### config.mk
export PLATFORM = sky130hd
export DESIGN_NAME = shell_ctrl_flat
export DESIGN_NICKNAME = d
export VERILOG_FILES = /design/src/rtl/tank_pkg.sv /design/src/rtl/shell_ctrl_if.sv /design/src/rtl/shell_ctrl_slot.sv /design/src/rtl/shell_ctrl.sv /design/src/flat_wrapper.sv
export SDC_FILE = /design/constraint.sdc
export NUM_CORES = 1
export LEC_CHECK = 0
export CAP_MARGIN = 20
export CORE_MARGIN = 8
export CORE_UTILIZATION = 50
export CTS_CLUSTER_DIAMETER = 150
export DETAILED_ROUTE_END_ITERATION = 10
export PLACE_DENSITY_LB_ADDON = 0.2
export SLEW_MARGIN = 10
export SYNTH_ARGS = -nofsm -noshare
export SYNTH_HDL_FRONTEND = slang
export SYNTH_HIERARCHICAL = 1
export SYNTH_SLANG_ARGS = --single-unit
export TNS_END_PERCENT = 20
### constraint.sdc
create_clock -name frame_clk -period 3.2 [get_ports frame_clk]
set_input_delay 0.64 -clock frame_clk [delete_from_list [all_inputs] [get_ports frame_clk]]
set_output_delay 0.64 -clock frame_clk [all_outputs]
set_load 0.005 [all_outputs]
### src/rtl/tank_pkg.sv
// rtl/tank_pkg.sv - shared types, key code and screen bounds for the tank game slice
package tank_pkg;

    typedef logic [9:0] coord_t;

    localparam logic [7:0] KEY_FIRE = 8'h2C;

    localparam int SCREEN_W = 640;
    localparam int SCREEN_H = 480;

    typedef enum logic {READY, COOLDOWN} fire_state_t;
    typedef enum logic {FREE, FLIGHT}    slot_state_t;

    function automatic logic is_fire_key(input logic [7:0] key);
        return key == KEY_FIRE;
    endfunction

endpackage

### src/rtl/shell_ctrl_if.sv
// rtl/shell_ctrl_if.sv - keyboard/tank inputs and shell outputs of the shell controller
interface shell_ctrl_if import tank_pkg::*; #(
    parameter int NUM_SHELLS = 4
) ();

    logic [7:0]               keycode;
    coord_t                   TankX;
    coord_t                   TankY;
    logic [NUM_SHELLS*10-1:0] ShellX;
    logic [NUM_SHELLS*10-1:0] ShellY;
    logic [NUM_SHELLS-1:0]    ShellActive;
    logic                     FirePulse;

    modport master (
        output keycode, TankX, TankY,
        input  ShellX, ShellY, ShellActive, FirePulse
    );

    modport slave (
        input  keycode, TankX, TankY,
        output ShellX, ShellY, ShellActive, FirePulse
    );

endinterface

### src/rtl/shell_ctrl_slot.sv
// rtl/shell_ctrl_slot.sv - one projectile slot: launch capture, upward step, top retire
module shell_slot import tank_pkg::*; #(
    parameter int SHELL_STEP = 4,
    parameter int Y_MIN      = 0
) (
    input  logic   frame_clk,
    input  logic   Reset,
    input  logic   launch_i,
    input  coord_t spawn_x_i,
    input  coord_t spawn_y_i,
    output coord_t x_o,
    output coord_t y_o,
    output logic   active_o
);

    localparam coord_t STEP         = coord_t'(SHELL_STEP);
    // Compared before subtracting so y never wraps below Y_MIN.
    localparam coord_t RETIRE_BELOW = coord_t'(Y_MIN + SHELL_STEP);

    slot_state_t state_q;
    coord_t      x_q;
    coord_t      y_q;

    // Slot FSM: capture spawn position on launch, then climb until the top boundary.
    always_ff @(posedge frame_clk or posedge Reset) begin
        if (Reset) begin
            state_q <= FREE;
            x_q     <= '0;
            y_q     <= '0;
        end else begin
            case (state_q)
                FREE: begin
                    if (launch_i) begin
                        state_q <= FLIGHT;
                        x_q     <= spawn_x_i;
                        y_q     <= spawn_y_i;
                    end
                end
                FLIGHT: begin
                    if (y_q < RETIRE_BELOW) begin
                        state_q <= FREE;
                    end else begin
                        y_q <= y_q - STEP;
                    end
                end
                default: state_q <= FREE;
            endcase
        end
    end

    assign x_o      = x_q;
    assign y_o      = y_q;
    assign active_o = (state_q == FLIGHT);

endmodule

### src/rtl/shell_ctrl.sv
// rtl/shell_ctrl.sv - fire FSM and slot allocator for tank shells; SHELL_AUTOFIRE_EN enables hold-to-repeat
module shell_ctrl import tank_pkg::*; #(
    parameter int NUM_SHELLS   = 4,
    parameter int SHELL_STEP   = 4,
    parameter int SPAWN_OFFSET = 8,
    parameter int COOLDOWN     = 15,
    parameter int Y_MIN        = 0
) (
    input  logic         frame_clk,
    input  logic         Reset,
    shell_ctrl_if.slave  bus
);

    localparam int               CNT_W     = (COOLDOWN < 2) ? 1 : $clog2(COOLDOWN);
    localparam logic [CNT_W-1:0] CNT_LOAD  = (COOLDOWN == 0) ? '0 : CNT_W'(COOLDOWN - 1);
    localparam coord_t           SPAWN_MIN = coord_t'(Y_MIN + SPAWN_OFFSET);
    localparam coord_t           SPAWN_OFF = coord_t'(SPAWN_OFFSET);

    fire_state_t       fire_state_q;
    logic [CNT_W-1:0]  cnt_q;
    logic              fire_prev_q;
    logic              fire_pulse_q;

    logic              fire_now;
    logic              press;
    logic              trigger;
    logic              any_free;
    logic              do_launch;
    logic [NUM_SHELLS-1:0] launch_sel;
    logic [NUM_SHELLS-1:0] launch_vec;
    logic [NUM_SHELLS-1:0] slot_active;
    coord_t            slot_x [NUM_SHELLS];
    coord_t            slot_y [NUM_SHELLS];
    coord_t            spawn_y;
    logic [NUM_SHELLS*10-1:0] shell_x_packed;
    logic [NUM_SHELLS*10-1:0] shell_y_packed;

    assign fire_now = is_fire_key(bus.keycode);
    assign press    = fire_now & ~fire_prev_q;

`ifdef SHELL_AUTOFIRE_EN
    // A held key re-arms as soon as the cooldown expires.
    assign trigger = fire_now | press;
`else
    assign trigger = press;
`endif

    // Lowest-index slot that was idle at the start of this frame; retiring slots still count as busy.
    always_comb begin
        launch_sel = '0;
        any_free   = 1'b0;
        for (int i = 0; i < NUM_SHELLS; i++) begin
            if (!slot_active[i] && !any_free) begin
                launch_sel[i] = 1'b1;
                any_free      = 1'b1;
            end
        end
    end

    // The height guard also keeps TankY - SPAWN_OFFSET from wrapping.
    assign do_launch  = (fire_state_q == tank_pkg::READY) && trigger && any_free &&
                        (bus.TankY >= SPAWN_MIN);
    assign launch_vec = launch_sel & {NUM_SHELLS{do_launch}};
    assign spawn_y    = bus.TankY - SPAWN_OFF;

    // Fire FSM: launch from READY, then ignore fire for the cooldown period.
    always_ff @(posedge frame_clk or posedge Reset) begin
        if (Reset) begin
            fire_state_q <= tank_pkg::READY;
            cnt_q        <= '0;
            fire_prev_q  <= 1'b0;
            fire_pulse_q <= 1'b0;
        end else begin
            fire_prev_q  <= fire_now;
            fire_pulse_q <= 1'b0;
            case (fire_state_q)
                tank_pkg::READY: begin
                    if (do_launch) begin
                        fire_state_q <= tank_pkg::COOLDOWN;
                        cnt_q        <= CNT_LOAD;
                        fire_pulse_q <= 1'b1;
                    end
                end
                tank_pkg::COOLDOWN: begin
                    if (cnt_q == '0) begin
                        fire_state_q <= tank_pkg::READY;
                    end else begin
                        cnt_q <= cnt_q - 1'b1;
                    end
                end
                default: fire_state_q <= tank_pkg::READY;
            endcase
        end
    end

    for (genvar g = 0; g < NUM_SHELLS; g++) begin : g_slot
        shell_slot #(
            .SHELL_STEP (SHELL_STEP),
            .Y_MIN      (Y_MIN)
        ) u_slot (
            .frame_clk  (frame_clk),
            .Reset      (Reset),
            .launch_i   (launch_vec[g]),
            .spawn_x_i  (bus.TankX),
            .spawn_y_i  (spawn_y),
            .x_o        (slot_x[g]),
            .y_o        (slot_y[g]),
            .active_o   (slot_active[g])
        );
    end

    // Pack slot i into bits [10i+9:10i] of the flat coordinate buses.
    always_comb begin
        shell_x_packed = '0;
        shell_y_packed = '0;
        for (int i = 0; i < NUM_SHELLS; i++) begin
            shell_x_packed[10*i +: 10] = slot_x[i];
            shell_y_packed[10*i +: 10] = slot_y[i];
        end
    end

    assign bus.ShellX      = shell_x_packed;
    assign bus.ShellY      = shell_y_packed;
    assign bus.ShellActive = slot_active;
    assign bus.FirePulse   = fire_pulse_q;

endmodule

### src/flat_wrapper.sv
// flat-port wrapper written by rule: the top's interface ports become plain ports
module shell_ctrl_flat import tank_pkg::*;
#(
    parameter int NUM_SHELLS   = 4,
    parameter int SHELL_STEP   = 4,
    parameter int SPAWN_OFFSET = 8,
    parameter int COOLDOWN     = 15,
    parameter int Y_MIN        = 0
)
  (frame_clk, Reset, bus_keycode, bus_TankX, bus_TankY, bus_ShellX, bus_ShellY, bus_ShellActive, bus_FirePulse);
  shell_ctrl_if #(.NUM_SHELLS(NUM_SHELLS)) bus_i ();
  input  logic frame_clk;
  input  logic Reset;
  input wire logic [$bits(bus_i.keycode)-1:0] bus_keycode;
  input wire logic [$bits(bus_i.TankX)-1:0] bus_TankX;
  input wire logic [$bits(bus_i.TankY)-1:0] bus_TankY;
  output wire logic [$bits(bus_i.ShellX)-1:0] bus_ShellX;
  output wire logic [$bits(bus_i.ShellY)-1:0] bus_ShellY;
  output wire logic [$bits(bus_i.ShellActive)-1:0] bus_ShellActive;
  output wire logic [$bits(bus_i.FirePulse)-1:0] bus_FirePulse;
  assign bus_i.keycode = bus_keycode;
  assign bus_i.TankX = bus_TankX;
  assign bus_i.TankY = bus_TankY;
  assign bus_ShellX = bus_i.ShellX;
  assign bus_ShellY = bus_i.ShellY;
  assign bus_ShellActive = bus_i.ShellActive;
  assign bus_FirePulse = bus_i.FirePulse;
  shell_ctrl #(.NUM_SHELLS(NUM_SHELLS), .SHELL_STEP(SHELL_STEP), .SPAWN_OFFSET(SPAWN_OFFSET), .COOLDOWN(COOLDOWN), .Y_MIN(Y_MIN)) u_core (.frame_clk(frame_clk), .Reset(Reset), .bus(bus_i));
endmodule
==> key figures, run 1 <==
Clock tree
  • CTS tree: built
  • Hold_buf cts: 0
  • Worst-Skew Late Latency: 0.35 ns
  • CTS HTree Levels: 3
  • CTS buffer count: 9
  • CTS root buf: clkbuf_8
  • Setup Buffers After CTS: 0
  • Clock slew at reported path FFs: 0.09 ns
  • Clock sinks: 91
  • Deepest clock path buffer count: 2

STA
  • Worst-margin pin slew: 0.902 ns
  • Final max-slew violation count: 0
  • Min cycle time layout: 2.86 ns
  • RSZ-0062 raised after global routing: no
  • Worst clock skew: 0.00938 ns
  • Final setup violation count: 0
  • Slew HR: 39.8%
  • Final Hold Viols: 0
  • Max Freq: 0.350 GHz
  • Final period util: 89.4%

Drt
  • Antenna-violating nets left: 0
  • Via count: 4282
  • Iteration-0 DRC Markers: 161
  • DR WL/cell: 17.9 um
  • Iteration count of the initial detailed-routing pass: 5
  • DRC: 0
  • Drt via density: 5.68
  • Total routed wirelength: 13500 um

Logic synthesis
  • Complex-gate fraction of the synthesized area: 14.1%
  • Mux share of post-synthesis cell area: 1.72%
  • Synth Cell Area: 0.00466 mm2
  • Synth area leader: dfrtp_1
  • Sequential share of the synthesized area: 48.9%
  • Synth top area share: 48.9%
  • Post-Synth Simple-Gate Area: 26.8%
  • Synth cell types: 44
  • Syn Nets: 550
  • Syn. warnings: 6
  • Largest family of logic cells by synthesized area: simple AND/OR/NAND/NOR gates
  • Post-Syn Instances: 513
  • Predominant post-synthesis flop cell: dfrtp_1
  • Adder-cell share of the synthesized area: 1.88%
  • Async SR Flop Fraction: 100%
  • Number of synthesized flops with an enable pin: 0
  • Synthesized area per cell: 9.09 um2
  • Top cells by area, synth: dfrtp_1, nand2_1, inv_1, o211ai_1, nor2_1
  • Synth Register Bits: 91
  • Post-Synth XOR/XNOR Area: 0.940%

Critical path
  • Slowest cell on the critical path: or3_1
  • CP peak stage delay: 0.47 ns
  • CP endpoint kind: register
  • R2R cell count: 9
  • Worst-path fanout max: 9
  • Startpoint types: primary input
  • Arrival time worst endpoint: 3.10 ns
  • Worst setup path end: u_core/g_slot[2].u_slot/x_o[2]
  • R2R Path Start: u_core/fire_state_q
  • Critical path class: primary input to register
  • Setup slack, reg-to-reg: 1.01 ns
  • FF-to-FF End: u_core/g_slot[2].u_slot/x_o[2]
  • Critical-path cell list: clkdlybuf4s50_1, nor4b_2, nand4_1, or3_1, nor4_2, buf_4, nand2b_1, buf_4, nand2_1, nand2_1
  • CP startpoint: bus_keycode[4]
  • Worst EP required: 3.44 ns

GRT
  • First-pass GRT wire length: 22200 um
  • Congestion Overflow GR: 0
  • Vias in the first global route: 4310
  • Total Routing Usage GR: 21.8%
  • Largest net degree at the start of global routing: 23
  • Antenna violations before repair: 0

Finish
  • Post-route cell area: 0.00624 mm2
  • Layout cell share with drive strength beyond 1: 11.5%
  • Synthesis-to-finish area growth: 33.8%
  • NumNets Final: 676
  • Fillcell total: 743
  • Diode count: 0

Place
  • GP Congestion: 0.863
  • Dpl hpwl: 9890 um
  • Post-place instance area: 0.00599 mm2
  • # port buffers: 114

Power
  • Pleak: 2.90 nW
  • Tot Pwr: 0.00275 W
  • Peak VDD IR: 0.000283 V
  • PD cells: 440 mW/mm2

Floorplanning
  • Die Y: 113 um
  • Site row count: 35
  • Die Area: 0.0127 mm2
  • Io pins: 115
  • Initial core utilization: 50.9%
  • Core area: 0.00915 mm2
  • Chip width: 113 um

Job
  • Max-cap violation count: 0

Run status
  • Status: complete, no violations

Hold path
  • Min-delay worst type: register to register
==> how the worst min path moves through the flow <==
| stage | from | endpoint | slack, ns | cells after the start |
|---|---|---|---|---|
| after global placement | u_core/g_slot[3].u_slot/y_o[1] | u_core/g_slot[3].u_slot/y_o[1] | 0.46 | 2 |
| after detailed placement | u_core/g_slot[1].u_slot/x_o[7] | u_core/g_slot[1].u_slot/x_o[7] | 0.46 | 2 |
| final | u_core/g_slot[1].u_slot/y_o[1] | u_core/g_slot[1].u_slot/y_o[1] | 0.48 | 2 |
| after CTS | u_core/g_slot[3].u_slot/y_o[1] | u_core/g_slot[3].u_slot/y_o[1] | 0.48 | 2 |
| after global routing | u_core/g_slot[3].u_slot/y_o[0] | u_core/g_slot[3].u_slot/y_o[0] | 0.51 | 2 |
| after floorplan | Reset | u_core/bus.FirePulse | 0.44 | 1 |
==> cell type report <==
class	instances	area, um2	share of cell area [%]
inverter	39	146	2.35
tap	111	139	2.23
sequential	91	2280	36.5
multi-input combinational	362	2130	34.1
clock buffer	9	124	1.99
timing repair buffer	136	1310	20.9
clock inverter	6	115	1.85
==> state kept, by name (all words and copies together) (netlist names) <==
name,flops
u_core/cnt_q,4
u_core/fire_state_q,1
u_core/fire_prev_q,1
u_core/g_slot.u_slot/active_o,4
u_core/bus.FirePulse,1
u_core/g_slot.u_slot/y_o,40
u_core/g_slot.u_slot/x_o,40
==> logic make-up after synthesis <==
group | Yosys count
DFF | 91
and+or+nand+nor | 260
AOI/OAI and AO/OA | 82
adders and majority gates | 7
buffers and inverters | 60
muxes | 8
xor gates and xnor gates | 5
==> placed cells by master, fill, tap and decap left out, types with 5 or more instances in the layout <==
| cell | count |
|---|---|
| mux2i_1 | 8 |
| or4_4 | 5 |
| nor3_1 | 6 |
| inv_2 | 5 |
| clkdlybuf4s50_1 | 114 |
| nand2b_1 | 8 |
| o21ai_0 | 10 |
| clkbuf_8 | 9 |
| a31oi_1 | 8 |
| buf_4 | 22 |
| nand4_1 | 5 |
| nand2_1 | 165 |
| dfrtp_1 | 91 |
| nor2_1 | 24 |
| or3_1 | 5 |
| o22ai_1 | 8 |
| ha_1 | 7 |
| inv_1 | 34 |
| nor2b_1 | 9 |
| o211ai_1 | 16 |
| nand3_1 | 13 |
==> per-layer routing <==
layer | global-route usage, % | up-vias | wire length (um)
met1 | 27.3 | 2073 | 5720
met3 | 7.30 | 18 | 1260
li1 | - | 1997 | -
met2 | 34.2 | 194 | 6280
met5 | 0 | - | 0
met4 | 8.00 | 0 | 239
==> critical path: cells and delay by family <==
family,cells,cell delay (ns)
and+or+nand+nor,7,1.55
buffers and inverters,3,0.90
==> timing repair <==
item,4_1_cts,5_1_grt
gates resized for setup,0,3
endpoints found under the setup margin,0,16
endpoints found under the hold margin,0,0
==> power by group <==
group	leakage (nW)	internal (W)	switching [W]
combinational	1.59	0.000269	0.000233
sequential	1.20	0.00122	0.000102
clock	0.115	0.000517	0.000404
==> Yosys cell counts, types with 5 or more instances <==
library cell and count:
ha_1 7, dfrtp_1 91, inv_2 5, o22ai_1 8
o211ai_1 16, nand2b_1 8, a31oi_1 8, nand2_1 165
nor3_1 6, clkbuf_1 12, mux2i_1 8, o21ai_0 10
inv_1 34, nor2_1 24, or3_1 5, or4_4 5
nand3_1 13, nand4_1 5, nor2b_1 12
==> stage by stage <==
stage | cells | TNS [ns] | util [%] | setup WS, ns | hold slack [ns]
3_3_place_gp | 739 | -2.02 | 65.4 | -0.144 | 0.457
5_1_grt | 754 | 0 | 68.1 | 0.193 | 0.505
2_1_floorplan | 513 | 0 | - | 0.457 | 0.443
4_1_cts | 754 | 0 | 68.1 | 0.114 | 0.485
6_report | 754 | 0 | 68.1 | 0.339 | 0.481
3_5_place_dp | 739 | -6.32 | 65.4 | -0.250 | 0.462
No activity file was read; power rests on OpenSTA's default activity.
==> run 2: changes to the inputs <==
SLEW_MARGIN = 20   (was 10)
==> results of run 2 <==
The final DEF is identical to that of run 1; final timing and power are the same.
==> run 3: changes to the inputs <==
GPL_ROUTABILITY_DRIVEN = 0   (was not set)
MAX_ROUTING_LAYER = met4   (was not set)
==> run 3 against run 2 <==
  * Worst hold slack got worse by 0.00050 ns
  * Via count barely moved
  * Utilization did not move
  * Largest cell class unchanged
==> key figures, run 3 (synthesis gave the netlist of run 1 again) <==
STA
  • Fin worst setup slack: 0.348 ns (was 0.339 ns)
  • RSZ-0062 raised after global routing: no (unchanged)
  • Slew HR: 41.9% (was 39.8%)
  • Max Freq: 0.351 GHz (was 0.350 GHz)
  • Final period util: 89.1% (was 89.4%)
  • Min cycle time layout: 2.85 ns (was 2.86 ns)
  • Final max-slew violation count: 0 (unchanged)
  • Setup TNS: 0 ns (unchanged)
  • Final setup violation count: 0 (unchanged)
  • Final Hold Viols: 0 (unchanged)
  • Worst clock skew: 0.00858 ns (was 0.00938 ns)
  • Worst-margin pin slew: 0.870 ns (was 0.902 ns)

Finish
  • Diode count: 0 (unchanged)
  • Layout cell share with drive strength beyond 1: 11.5% (unchanged)
  • Synthesis-to-finish area growth: 33.8% (unchanged)
  • NumNets Final: 676 (unchanged)
  • Most frequent cells in the layout: nand2_1, clkdlybuf4s50_1, dfrtp_1 (unchanged)
  • Most common cell after layout, fill and taps aside: nand2_1 (unchanged)
  • Post-route cell area: 0.00624 mm2 (unchanged)
  • Non-filler cells, final: 754 (unchanged)

Run status
  • Status: complete, no violations (unchanged)

Drt
  • Drt via density: 5.67 (was 5.68)
  • Iteration count of the initial detailed-routing pass: 4 (was 5)
  • DR WL/cell: 17.8 um (was 17.9 um)
  • Iteration-0 DRC Markers: 209 (was 161)
  • Antenna-violating nets left: 0 (unchanged)
  • Via count: 4278 (was 4282)
  • Total routed wirelength: 13400 um (was 13500 um)
  • DRC: 0 (unchanged)

Critical path
  • Dominant delay contributor by cell family on the critical path: simple AND/OR/NAND/NOR gates (unchanged)
  • R2R cell count: 9 (unchanged)
  • Startpoint types: primary input (unchanged)
  • Stages on worst setup path: 10 (unchanged)
  • Slowest cell on the critical path: or3_1 (unchanged)
  • Setup slack, reg-to-reg: 1.02 ns (was 1.01 ns)
  • Arrival time worst endpoint: 3.09 ns (was 3.10 ns)
  • FF-to-FF End: u_core/g_slot[2].u_slot/x_o[2] (unchanged)
  • R2R Path Start: u_core/fire_state_q (unchanged)
  • CP peak stage delay: 0.47 ns (about the same)
  • Worst-path fanout max: 9 (unchanged)
  • Critical-path cell list: clkdlybuf4s50_1, nor4b_2, nand4_1, or3_1, nor4_2, buf_4, nand2b_1, buf_4, nand2_1, nand2_1 (unchanged)
  • Worst EP required: 3.44 ns (about the same)
  • CP endpoint kind: register (unchanged)
  • Critical path class: primary input to register (unchanged)
  • CP Buf/Inv Count: 3 (unchanged)

GRT
  • Global-route met1 utilization: 28.1% (was 27.3%)
  • First-pass GRT wire length: 22200 um (about the same)
  • Vias in the first global route: 4326 (was 4310)
  • Total Routing Usage GR: 22.4% (was 21.8%)
  • Largest net degree at the start of global routing: 23 (unchanged)
  • Busiest grt layer: met2 (unchanged)
  • GRT met2 Usage: 34.3% (was 34.2%)
  • Congestion Overflow GR: 0 (unchanged)
  • Routing usage on met3: 5.90% (was 7.30%)
  • Antenna violations before repair: 0 (unchanged)

Clock tree
  • Clock sinks: 91 (unchanged)
  • CTS HTree Levels: 3 (unchanged)
  • CTS buffer count: 9 (unchanged)
  • Setup Buffers After CTS: 0 (unchanged)
  • Deepest clock path buffer count: 2 (unchanged)
  • CTS tree: built (unchanged)
  • CTS root buf: clkbuf_8 (unchanged)
  • Clock slew at reported path FFs: 0.09 ns (about the same)
  • Worst-Skew Late Latency: 0.35 ns (about the same)

Floorplanning
  • Chip width: 113 um (unchanged)
  • Die Area: 0.0127 mm2 (unchanged)
  • Site row count: 35 (unchanged)
  • Io pins: 115 (unchanged)
  • Core area: 0.00915 mm2 (unchanged)
  • Die Y: 113 um (unchanged)
  • Initial core utilization: 50.9% (unchanged)

Hold path
  • Hold Path Cell Cnt: 2 (unchanged)
  • Min-delay src: u_core/g_slot[1].u_slot/y_o[1] (unchanged)
  • Worst Hold End: u_core/g_slot[1].u_slot/y_o[1] (unchanged)
  • Min-delay worst type: register to register (unchanged)

Place
  • # port buffers: 114 (unchanged)
  • Pre-CTS WS: -0.250 ns (unchanged)
  • Post-place instance area: 0.00599 mm2 (unchanged)
  • Dpl hpwl: 9890 um (unchanged)
  • Dpl cells: 739 (unchanged)

Power
  • PD cells: 440 mW/mm2 (about the same)
  • Peak VDD IR: 0.000285 V (was 0.000283 V)
  • Tot Pwr: 0.00275 W (about the same)
  • Pleak: 2.90 nW (unchanged)

Job
  • Max-cap violation count: 0 (unchanged)
## run 3: cell counts in the layout (fill, tap and decap cells not counted)
Identical to the previous run, type by type.
## run 3: worst max path at each step
stage | start | endpoint | slack [ns]
6_report | bus_keycode[4] | u_core/g_slot[2].u_slot/x_o[2] | 0.35
5_1_grt | bus_keycode[4] | u_core/g_slot[3].u_slot/x_o[3] | 0.19
4_1_cts | bus_keycode[4] | u_core/g_slot[0].u_slot/y_o[2] | 0.11
3_5_place_dp | bus_keycode[7] | u_core/g_slot[0].u_slot/y_o[2] | -0.25
3_3_place_gp | bus_keycode[4] | u_core/g_slot[0].u_slot/y_o[2] | -0.14
2_1_floorplan | bus_keycode[4] | u_core/g_slot[3].u_slot/x_o[0] | 0.46
## run 3: area by class of cell
class | instances | area (um2)
Fill cell | 743 | 2920
Sequential cell | 91 | 2280
Multi-Input combinational cell | 362 | 2130
Timing Repair Buffer | 136 | 1310
Inverter | 39 | 146
Tap cell | 111 | 139
Clock buffer | 9 | 124
Clock inverter | 6 | 115
## run 3: layer usage
layer  routed length (um)  vias up
met1                 5850     2070
li1                     -     2004
met4                  248        0
met2                 6240      182
met5                    0        -
met3                 1110       22
## run 3: what timing repair did
action / 4_1_cts / 5_1_grt
hold buffers: 0 / 0
gates resized for setup: 0 / 3
setup endpoints to repair: 0 / 16
endpoints found under the hold margin: 0 / 0
## run 3: where the power goes
part | internal, W | switching [W]
registers | 0.00122 | 0.000101
clock network | 0.000517 | 0.000407
logic | 0.000269 | 0.000231
total | 0.00201 | 0.000739
## run 3: through the flow
| step | hold WS, ns | util (%) |
|---|---|---|
| final | 0.481 | 68.1 |
| after global routing | 0.505 | 68.1 |
| after CTS | 0.485 | 68.1 |
| after detailed placement | 0.462 | 65.4 |
| after global placement | 0.457 | 65.4 |
| after floorplan | 0.443 | - |
## run 3: worst min-delay path, stage by stage (launching register included)
cell and delay (ns):
dfrtp_1 0.35, nand2_1 0.05, nand2_1 0.05
==> variant (config.mk and constraints of run 2) <==
Build with the macro `SHELL_AUTOFIRE_EN` defined.
--- a/src/rtl/shell_ctrl.sv
+++ b/src/rtl/shell_ctrl.sv
@@ -1,3 +1,5 @@
 // rtl/shell_ctrl.sv - fire FSM and slot allocator for tank shells; SHELL_AUTOFIRE_EN enables hold-to-repeat
+`define SHELL_AUTOFIRE_EN
+
 module shell_ctrl import tank_pkg::*; #(
     parameter int NUM_SHELLS   = 4,
Behaviour: not the same (a bounded check fails within 4 cycles, from zero or initial values and one cycle with Reset high).
==> variant against run 2 <==
Setup slack gained 0.11 ns. Area after synthesis shrank 1.2%. Final area shrank 1.6%. Routed wire length shrank 1.3%. Core utilization shrank 0.77 points. Total power shrank 2.0%. Sequential cell count shrank 1. Worst hold slack lost 0.0019 ns. Clock skew grew 0.010 ns. Clock power shrank 3.9%. Largest power group unchanged. Sequential share of layout area grew 0.19 points.
==> variant: results (changes against run 2) <==
Max stage delay on crit path 0.55 ns (+0.08 ns); Slowest-stage cell, CP or4b_4; Power, Total 2.69 mW (-2.0%); Final #Nets 666 (-1.5%); Compound-Gate Fraction of Synth Area 13.3% (-0.84 points); XOR/XNOR Fraction of Synth Area 1.14% (+0.20 points); Synth top cells by count 168 x nand2_1, 90 x dfrtp_1, 35 x inv_1; Max VDD drop 0.000280 V (-1.2%); layout cells sized above 1 9.94% (-1.6 points); status complete, no violations; Clock buf/inv share 3.69% (-0.14 points); Buffers excl. clock 131 (-3.7%); Seq/total area 36.7% (+0.19 points); HP Start u_core/g_slot[2].u_slot/x_o[6]; worst r2r src u_core/g_slot[3].u_slot/active_o; WL/cell 17.9 um (about the same); critical-path maximum fanout 10 (+1); Arrival @ worst endpoint 3.00 ns (-0.10 ns); fillers 769 (+3.5%); met2 WL 6210 um (-1.1%); sequential share of the synthesized area 48.9% (about the same); via count 4176 (-2.5%); adder and majority gate portion of the synthesized area 1.90% (+0.022 points); GRT Total Usage 21.7% (-0.12 points); Non-clock buffering overhead 20.7% (-0.27 points); 1st-pass router iterations 4 (-1); global-route wire length before repair 21700 um (-2.4%)
-- variant: cell count changes in the layout (fill, tap and decap cells not counted), sizes merged, moves of 2 or more --
| cell | delta |
|---|---|
| nor2 | -6 |
| buf | -5 |
| nand2 | +3 |
| a22oi | -2 |
| clkbuf | +2 |
| clkinv | -2 |
| inv | +2 |
| nand3b | +2 |
| o21ai | -2 |
| o31ai | -2 |
| or4b | +2 |
-- variant: path summary, 6_finish.rpt --
check / cells past startpoint / slack [ns] / endpoint
min in group asynchronous: 2 / 0.64 / u_core/bus.FirePulse
setup reg to reg: 8 / 1.09 / u_core/g_slot[3].u_slot/x_o[6]
hold reg to reg: 2 / 0.48 / u_core/g_slot[2].u_slot/x_o[6]
hold / removal: 2 / 0.48 / u_core/g_slot[2].u_slot/x_o[6]
setup / recovery: 9 / 0.45 / u_core/g_slot[3].u_slot/x_o[6]
max in group asynchronous: 2 / 1.76 / u_core/g_slot[1].u_slot/x_o[6]
